<file path="config.mk">
export PLATFORM = sky130hd
export DESIGN_NAME = usart_rx
export DESIGN_NICKNAME = d
export VERILOG_FILES = /design/src/rtl/usart_pkg.sv /design/src/rtl/usart_sync.sv /design/src/rtl/usart_rx.sv
export SDC_FILE = /design/constraint.sdc
export NUM_CORES = 1
export LEC_CHECK = 0
export BUFFER_PORTS_ARGS = -buffer_cell sky130_fd_sc_hd__clkbuf_2
export CAP_MARGIN = 20
export CORE_MARGIN = 4
export CORE_UTILIZATION = 55
export CTS_CLUSTER_DIAMETER = 40
export CTS_CLUSTER_SIZE = 14
export DETAILED_ROUTE_END_ITERATION = 6
export HOLD_SLACK_MARGIN = 0.05
export PLACE_DENSITY = 0.75
export SLEW_MARGIN = 20
export SYNTH_ARGS = -nofsm -noshare
export SYNTH_HDL_FRONTEND = slang
export SYNTH_SLANG_ARGS = --single-unit
</file>
<file path="constraint.sdc">
create_clock -name clock -period 3.1 [get_ports clock]
set_input_delay 0.155 -clock clock [delete_from_list [all_inputs] [get_ports clock]]
set_output_delay 0.155 -clock clock [all_outputs]
set_load 0.01 [all_outputs]
</file>
<file path="src/rtl/usart_pkg.sv">
// rtl/usart_pkg.sv - shared USART types and constants
//
// Purpose: receive-FSM state encoding and frame constants shared by the
//          USART receive and transmit stages.
// Ports:   none (package).
package usart_pkg;

  localparam int USART_DATA_BITS = 8;

  typedef enum logic [2:0] {
    IDLE,
    START,
    DATA,
    STOP,
    WAIT_IDLE
  } usart_rx_state_t;

endpackage

</file>
<file path="src/rtl/usart_sync.sv">
// rtl/usart_sync.sv - two-flop synchronizer for an asynchronous input
//
// Purpose: brings an asynchronous single-bit signal into the i_clock domain.
// Ports:
//   i_clock  in  system clock, rising edge
//   i_reset  in  synchronous active-high reset; both flops load RESET_VAL
//   i_async  in  asynchronous input
//   o_sync   out synchronized output, two cycles of latency
module usart_sync #(
  parameter logic RESET_VAL = 1'b1
) (
  input  logic i_clock,
  input  logic i_reset,
  input  logic i_async,
  output logic o_sync
);

  logic r_meta;
  logic r_sync;

  always_ff @(posedge i_clock) begin
    if (i_reset) begin
      r_meta <= RESET_VAL;
      r_sync <= RESET_VAL;
    end else begin
      r_meta <= i_async;
      r_sync <= r_meta;
    end
  end

  assign o_sync = r_sync;

endmodule

</file>
<file path="src/rtl/usart_rx.sv">
// rtl/usart_rx.sv - oversampling 8N1 serial receiver with one-entry output register
//
// Purpose: recovers idle-high 8N1 frames (start 0, 8 data bits LSB first,
//          stop 1) from rx_pin and holds each byte in a valid/ready register.
// Ports:
//   clock          in  system clock, rising edge
//   reset          in  synchronous active-high reset
//   rx_pin         in  asynchronous serial line, idle high
//   rx_data        out received byte, valid while rx_valid
//   rx_valid       out holding register full
//   rx_ready       in  consumer accepts when rx_valid && rx_ready
//   framing_error  out one-cycle pulse, stop bit sampled low
//   overrun        out one-cycle pulse, completed byte dropped (register full)
module usart_rx
  import usart_pkg::*;
#(
  parameter int CLOCKS_PER_BIT = 104
) (
  input  logic                       clock,
  input  logic                       reset,
  input  logic                       rx_pin,
  output logic [USART_DATA_BITS-1:0] rx_data,
  output logic                       rx_valid,
  input  logic                       rx_ready,
  output logic                       framing_error,
  output logic                       overrun
);

  localparam int CW = $clog2(CLOCKS_PER_BIT);
  localparam int IW = $clog2(USART_DATA_BITS);

  localparam logic [CW-1:0] CNT_FULL = CW'(CLOCKS_PER_BIT - 1);
  // First sample lands mid start bit, so every later sample is mid-bit too.
  localparam logic [CW-1:0] CNT_HALF = CW'(CLOCKS_PER_BIT / 2 - 1);
  localparam logic [IW-1:0] IDX_LAST = IW'(USART_DATA_BITS - 1);

  usart_rx_state_t r_state;
  usart_rx_state_t w_state_next;

  logic [CW-1:0]              r_cnt;
  logic [IW-1:0]              r_idx;
  logic [USART_DATA_BITS-1:0] r_shift;
  logic [USART_DATA_BITS-1:0] r_data;
  logic                       r_valid;
  logic                       r_fe;
  logic                       r_ovr;

  logic                       w_rx_s;
  logic                       w_sample;
  logic [CW-1:0]              w_cnt_next;
  logic [IW-1:0]              w_idx_next;
  logic [USART_DATA_BITS-1:0] w_shift_next;
  logic                       w_load;
  logic                       w_drop;
  logic                       w_fe;

  usart_sync #(
    .RESET_VAL (1'b1)
  ) u_sync (
    .i_clock (clock),
    .i_reset (reset),
    .i_async (rx_pin),
    .o_sync  (w_rx_s)
  );

  assign w_sample = (r_cnt == '0);

  always_ff @(posedge clock) begin
    if (reset) begin
      r_state <= IDLE;
    end else begin
      r_state <= w_state_next;
    end
  end

  always_comb begin
    w_state_next = r_state;
    w_cnt_next   = w_sample ? r_cnt : r_cnt - CW'(1);
    w_idx_next   = r_idx;
    w_shift_next = r_shift;
    w_load       = 1'b0;
    w_drop       = 1'b0;
    w_fe         = 1'b0;

    case (r_state)
      IDLE: begin
        if (!w_rx_s) begin
          w_state_next = START;
          w_cnt_next   = CNT_HALF;
        end
      end

      START: begin
        if (w_sample) begin
          if (!w_rx_s) begin
            w_state_next = DATA;
            w_cnt_next   = CNT_FULL;
            w_idx_next   = '0;
          end else begin
            // Line went back high before mid start bit: a glitch, ignored silently.
            w_state_next = IDLE;
          end
        end
      end

      DATA: begin
        if (w_sample) begin
          w_shift_next = {w_rx_s, r_shift[USART_DATA_BITS-1:1]};
          w_cnt_next   = CNT_FULL;
          w_idx_next   = r_idx + IW'(1);
          if (r_idx == IDX_LAST) begin
            w_state_next = STOP;
          end
        end
      end

      STOP: begin
        if (w_sample) begin
          if (w_rx_s) begin
            // A same-cycle drain frees the register for the new byte.
            if (!r_valid || rx_ready) begin
              w_load = 1'b1;
            end else begin
              w_drop = 1'b1;
            end
            w_state_next = IDLE;
          end else begin
            w_fe         = 1'b1;
            w_state_next = WAIT_IDLE;
          end
        end
      end

      WAIT_IDLE: begin
        // Hold off until the line is released so a break is one error, not many.
        if (w_rx_s) begin
          w_state_next = IDLE;
        end
      end

      default: begin
        w_state_next = IDLE;
      end
    endcase
  end

  always_ff @(posedge clock) begin
    if (reset) begin
      r_cnt   <= '0;
      r_idx   <= '0;
      r_shift <= '0;
      r_data  <= '0;
      r_valid <= 1'b0;
      r_fe    <= 1'b0;
      r_ovr   <= 1'b0;
    end else begin
      r_cnt   <= w_cnt_next;
      r_idx   <= w_idx_next;
      r_shift <= w_shift_next;
      r_fe    <= w_fe;
      r_ovr   <= w_drop;
      if (w_load) begin
        r_data  <= r_shift;
        r_valid <= 1'b1;
      end else if (r_valid && rx_ready) begin
        r_valid <= 1'b0;
      end
    end
  end

  assign rx_data       = r_data;
  assign rx_valid      = r_valid;
  assign framing_error = r_fe;
  assign overrun       = r_ovr;

endmodule

</file>
==> flow_results.org <==
** Outcome
- The run finished with clean final reports.

** Critical path
- Among all stages on the critical path, the largest delay is contributed by sky130_fd_sc_hd__or4_4.
- In this run the critical register-to-register path is captured at r_cnt[0].
- CP Cell Sequence :: or4_4 > nor2_1 > inv_1 > ha_1 > inv_1 > a221o_1 > a311oi_1
- Counting stages on the worst path, the most repeated cell is sky130_fd_sc_hd__inv_1.
- Along the worst path, the maximum fanout reaches 11.
- Data on the critical path is required at its endpoint by 3330 ps.
- The critical path in this run is classified as register to register.
- Setup crit start kind :: register
- STA classifies the critical path endpoint as a register.
- The setup check on the worst reg-to-reg path leaves a slack of 570 ps.
- Counting cells, the worst reg-to-reg path comes to 7.
- Delay of the slowest critical-path stage :: 580 ps
- The startpoint identified for the worst register-to-register timing path is r_cnt[4].
- Data on the critical path arrives at its endpoint at 2760 ps.

** STA
- Final Max Tran Viols :: 0
- Count of final setup violators :: 0
- Worst-case clock skew :: 4.806 ps
- Derived from the worst setup path, the maximum achievable clock frequency is 395.5 MHz.
- Setup repair after global routing left no endpoint under its margin.
- Final period util :: 81.56%
- Shortest period the worst path allows :: 2528 ps
- Max-slew headroom :: 55.89%
- Across all hold checks on the routed design, the worst slack comes to 125.6 ps.
- Final setup TNS :: 0 ps
- For the pin with the worst max-slew slack, the measured transition is 655.5 ps.
- After layout, the worst setup slack is 571.7 ps.
- Total count of hold-check failures in the final report :: 0

** Layout
- Cells with a size suffix above 1 make up 18.60% of the layout.
- P&R area growth vs syn :: 10.02%
- Counting the fill cells in the layout gives 212.
- The top cell types in the final layout, fill and taps aside, are sky130_fd_sc_hd__dfxtp_1 (34), sky130_fd_sc_hd__nand2b_1 (20), sky130_fd_sc_hd__nor2_1 (20).
- The library cell used most frequently in the layout, excluding fill and tap cells, is sky130_fd_sc_hd__dfxtp_1.
- Number of inserted diodes :: 0
- The final layout contains 180 nets.

** Global route
- Global-route congestion overflow total :: 0
- Total routing resource utilization after global routing :: 16.11%
- Largest net degree at the start of global routing :: 42
- The initial antenna violation count is 0.
- Via count of the first global-routing pass :: 1,033
- The first global-routing pass estimated 4416 µm of wire.

** Min path
- The worst hold path begins at rx_ready.
- Hold Path Cell Cnt :: 3
- The path with the worst hold slack has its endpoint at overrun.
- HP Class :: input port to register

** Logic synthesis
- Biggest area consumer among synthesized cells :: sky130_fd_sc_hd__dfxtp_1
- After synthesis the netlist holds a flip-flop and latch count of 34.
- The number of nets handed over by synthesis was 168.
- For this run, the number of Yosys warnings is 0.
- Sequential cells were found to cover 44.70% of the synthesized design area.
- Post-Synthesis Cells :: 159
- After synthesis, the largest area contributor takes up 44.70% of total cell area.
- Mean post-synth cell area :: 9.577 µm²
- Summing every instance area after synthesis gives 1523 µm².
- The synthesized netlist contains 30 unique library cells.
- Sorting the synthesized cells by area gives the leading types as sky130_fd_sc_hd__dfxtp_1 (45%), sky130_fd_sc_hd__mux2i_1 (11%), sky130_fd_sc_hd__nand2b_1 (8.2%), sky130_fd_sc_hd__nor2_1 (4.9%), sky130_fd_sc_hd__ha_1 (4.1%).

** CTS
- TritonCTS clock tree :: built
- Once the clock tree was built, the setup fixing pass inserted 0 buffers.
- The clock passes through at most 2 buffers.
- After clock tree synthesis, the clock-pin slew on the worst setup and hold paths is 90 ps.
- Deepest level of the CTS H-tree :: 2
- CTS saw 34 sinks.
- The later pin in the worst-skew pair is clocked with a latency of 320 ps.
- Clock tree synthesis selected as its root buffer the cell sky130_fd_sc_hd__clkbuf_4.
- In this run, CTS created clock tree buffers numbering 5.

** Die
- In this run the horizontal extent of the chip is 60.62 µm.
- Once the floorplan was initialized, standard cells occupied 59.31% of the core.
- The die is 60.62 µm tall.
- Placeable core area :: 2567 µm²
- The die covers 3674 µm².
- During I/O placement, the number of pins put on the boundary was 15.
- Number of rows created at floorplan :: 18

** Routing
- Across all layers, the routed design uses 1,119 vias.
- In the routed design, unresolved DRC markers number 0.
- After detailed routing, the number of vias per cell comes to 5.540.
- The pre-antenna-repair detailed-routing pass consisted of 4 iterations.
- Routed wire per std cell :: 13.14 µm
- The detail route stage leaves a number of antenna-violating nets equal to 0.
- Detailed Route Iter0 Violations :: 25
- For this block, the routed nets add up to 2655 µm of wire.

** Placement
- HPWL after DPL :: 1887 µm
- Count of input and output buffers :: 14
- Weighted congestion at the end of routability-driven global placement :: 0.9137
- At the placement stage, the worst setup path has a slack of 585.5 ps.

** Flow run
- Max-capacitance violation count :: 0

** Pwr
- Total power of the final layout :: 1101 µW
- Total power per unit cell area :: 657.2 nW/µm²
- Leakage :: 0.0006352 µW
- Peak supply drop :: 455.1 µV
synth_stat cells, drive strengths merged:
cell and count:
or3b 1, a311oi 3, nor2b 1, inv 4
a22oi 2, xnor2 2, nand2b 20, a211o 1
clkbuf 8, nor3 4, mux2i 17, nand2 4
o221a 1, xor2 3, a2111oi 3, or4b 1
and3 1, nor4 4, nor3b 3, a221o 1
buf 3, nor2 20, or2 2, nand3 2
a221oi 1, a21oi 6, or4 2, dfxtp 34
ha 5
final cells by class:
cell class / instances / area (µm²) / area share, %
tap: 30 / 37.54 / 2.240
sequential: 34 / 680.7 / 40.63
multi-input combinational: 110 / 775.7 / 46.30
timing repair buffer: 16 / 87.58 / 5.228
clock buffer: 8 / 78.83 / 4.705
inverter: 4 / 15.01 / 0.8962
flip-flops by register name (all words and copies together) (netlist names):
register	cells
framing_error	1
overrun	1
r_cnt	7
r_idx	3
r_shift	8
r_state	3
rx_data	8
rx_valid	1
u_sync.o_sync	1
u_sync.r_meta	1
where the power goes:
| group | switching, µW | internal (µW) | leakage (µW) |
|---|---|---|---|
| clock network | 135 | 155 | 0.0000446 |
| registers | 37.6 | 474 | 0.000276 |
| logic | 163 | 137 | 0.000314 |
layer usage:
metal	part of all wire (%)	track usage [%]	vias up	wire, µm
met5	0	0	-	0
met4	1.5	5.573	0	40
met2	46	25.65	21	1233
li1	-	-	582	-
met3	4.6	6.383	6	121
met1	47	19.82	510	1259
worst max-delay path, delay by kind of cell, from the launching register on:
family / cells / cell delay [ps]
fa+ha+maj: 1 / 360
compound gates: 2 / 590
flops: 1 / 350
buf+inv: 2 / 280
simple gates: 2 / 850
repair_timing:
action                                 4_1_cts  5_1_grt
endpoints found under the hold margin        1        0
hold buffers                                 1        0
resized for setup                            0        0
through the flow:
| step | util (%) | area [µm²] | std cells |
|---|---|---|---|
| 2_1_floorplan | - | 1523 | 159 |
| 3_3_place_gp | 61.79 | 1587 | 193 |
| 4_1_cts | 65.25 | 1675 | 202 |
| 3_5_place_dp | 61.79 | 1587 | 193 |
| 6_report | 65.25 | 1675 | 202 |
| 5_1_grt | 65.25 | 1675 | 202 |
worst max path at each step:
| stage | from | endpoint | slack [ps] | depth (start not counted) |
|---|---|---|---|---|
| after floorplan | r_cnt[4] | r_cnt[0] | 820 | 8 |
| after global placement | r_cnt[4] | r_cnt[0] | 760 | 7 |
| after detailed placement | r_cnt[4] | r_cnt[0] | 590 | 7 |
| after CTS | r_cnt[4] | r_cnt[0] | 580 | 7 |
| after global routing | r_cnt[4] | r_cnt[0] | 440 | 7 |
| final | r_cnt[4] | r_cnt[0] | 570 | 7 |
kinds of logic (layout without fill, tap and decap cells):
| group | count (synthesis) | count (layout) | share of synthesized area, % |
|---|---|---|---|
| compound gates | 18 | 18 | 9.039 |
| buf+inv | 15 | 28 | 4.355 |
| fa+ha+maj | 5 | 5 | 4.108 |
| mux | 17 | 17 | 11.17 |
| xor+xnor | 5 | 5 | 2.876 |
| simple gates | 65 | 65 | 23.75 |
| flops | 34 | 34 | 44.70 |
No activity file was read; power rests on OpenSTA's default activity.
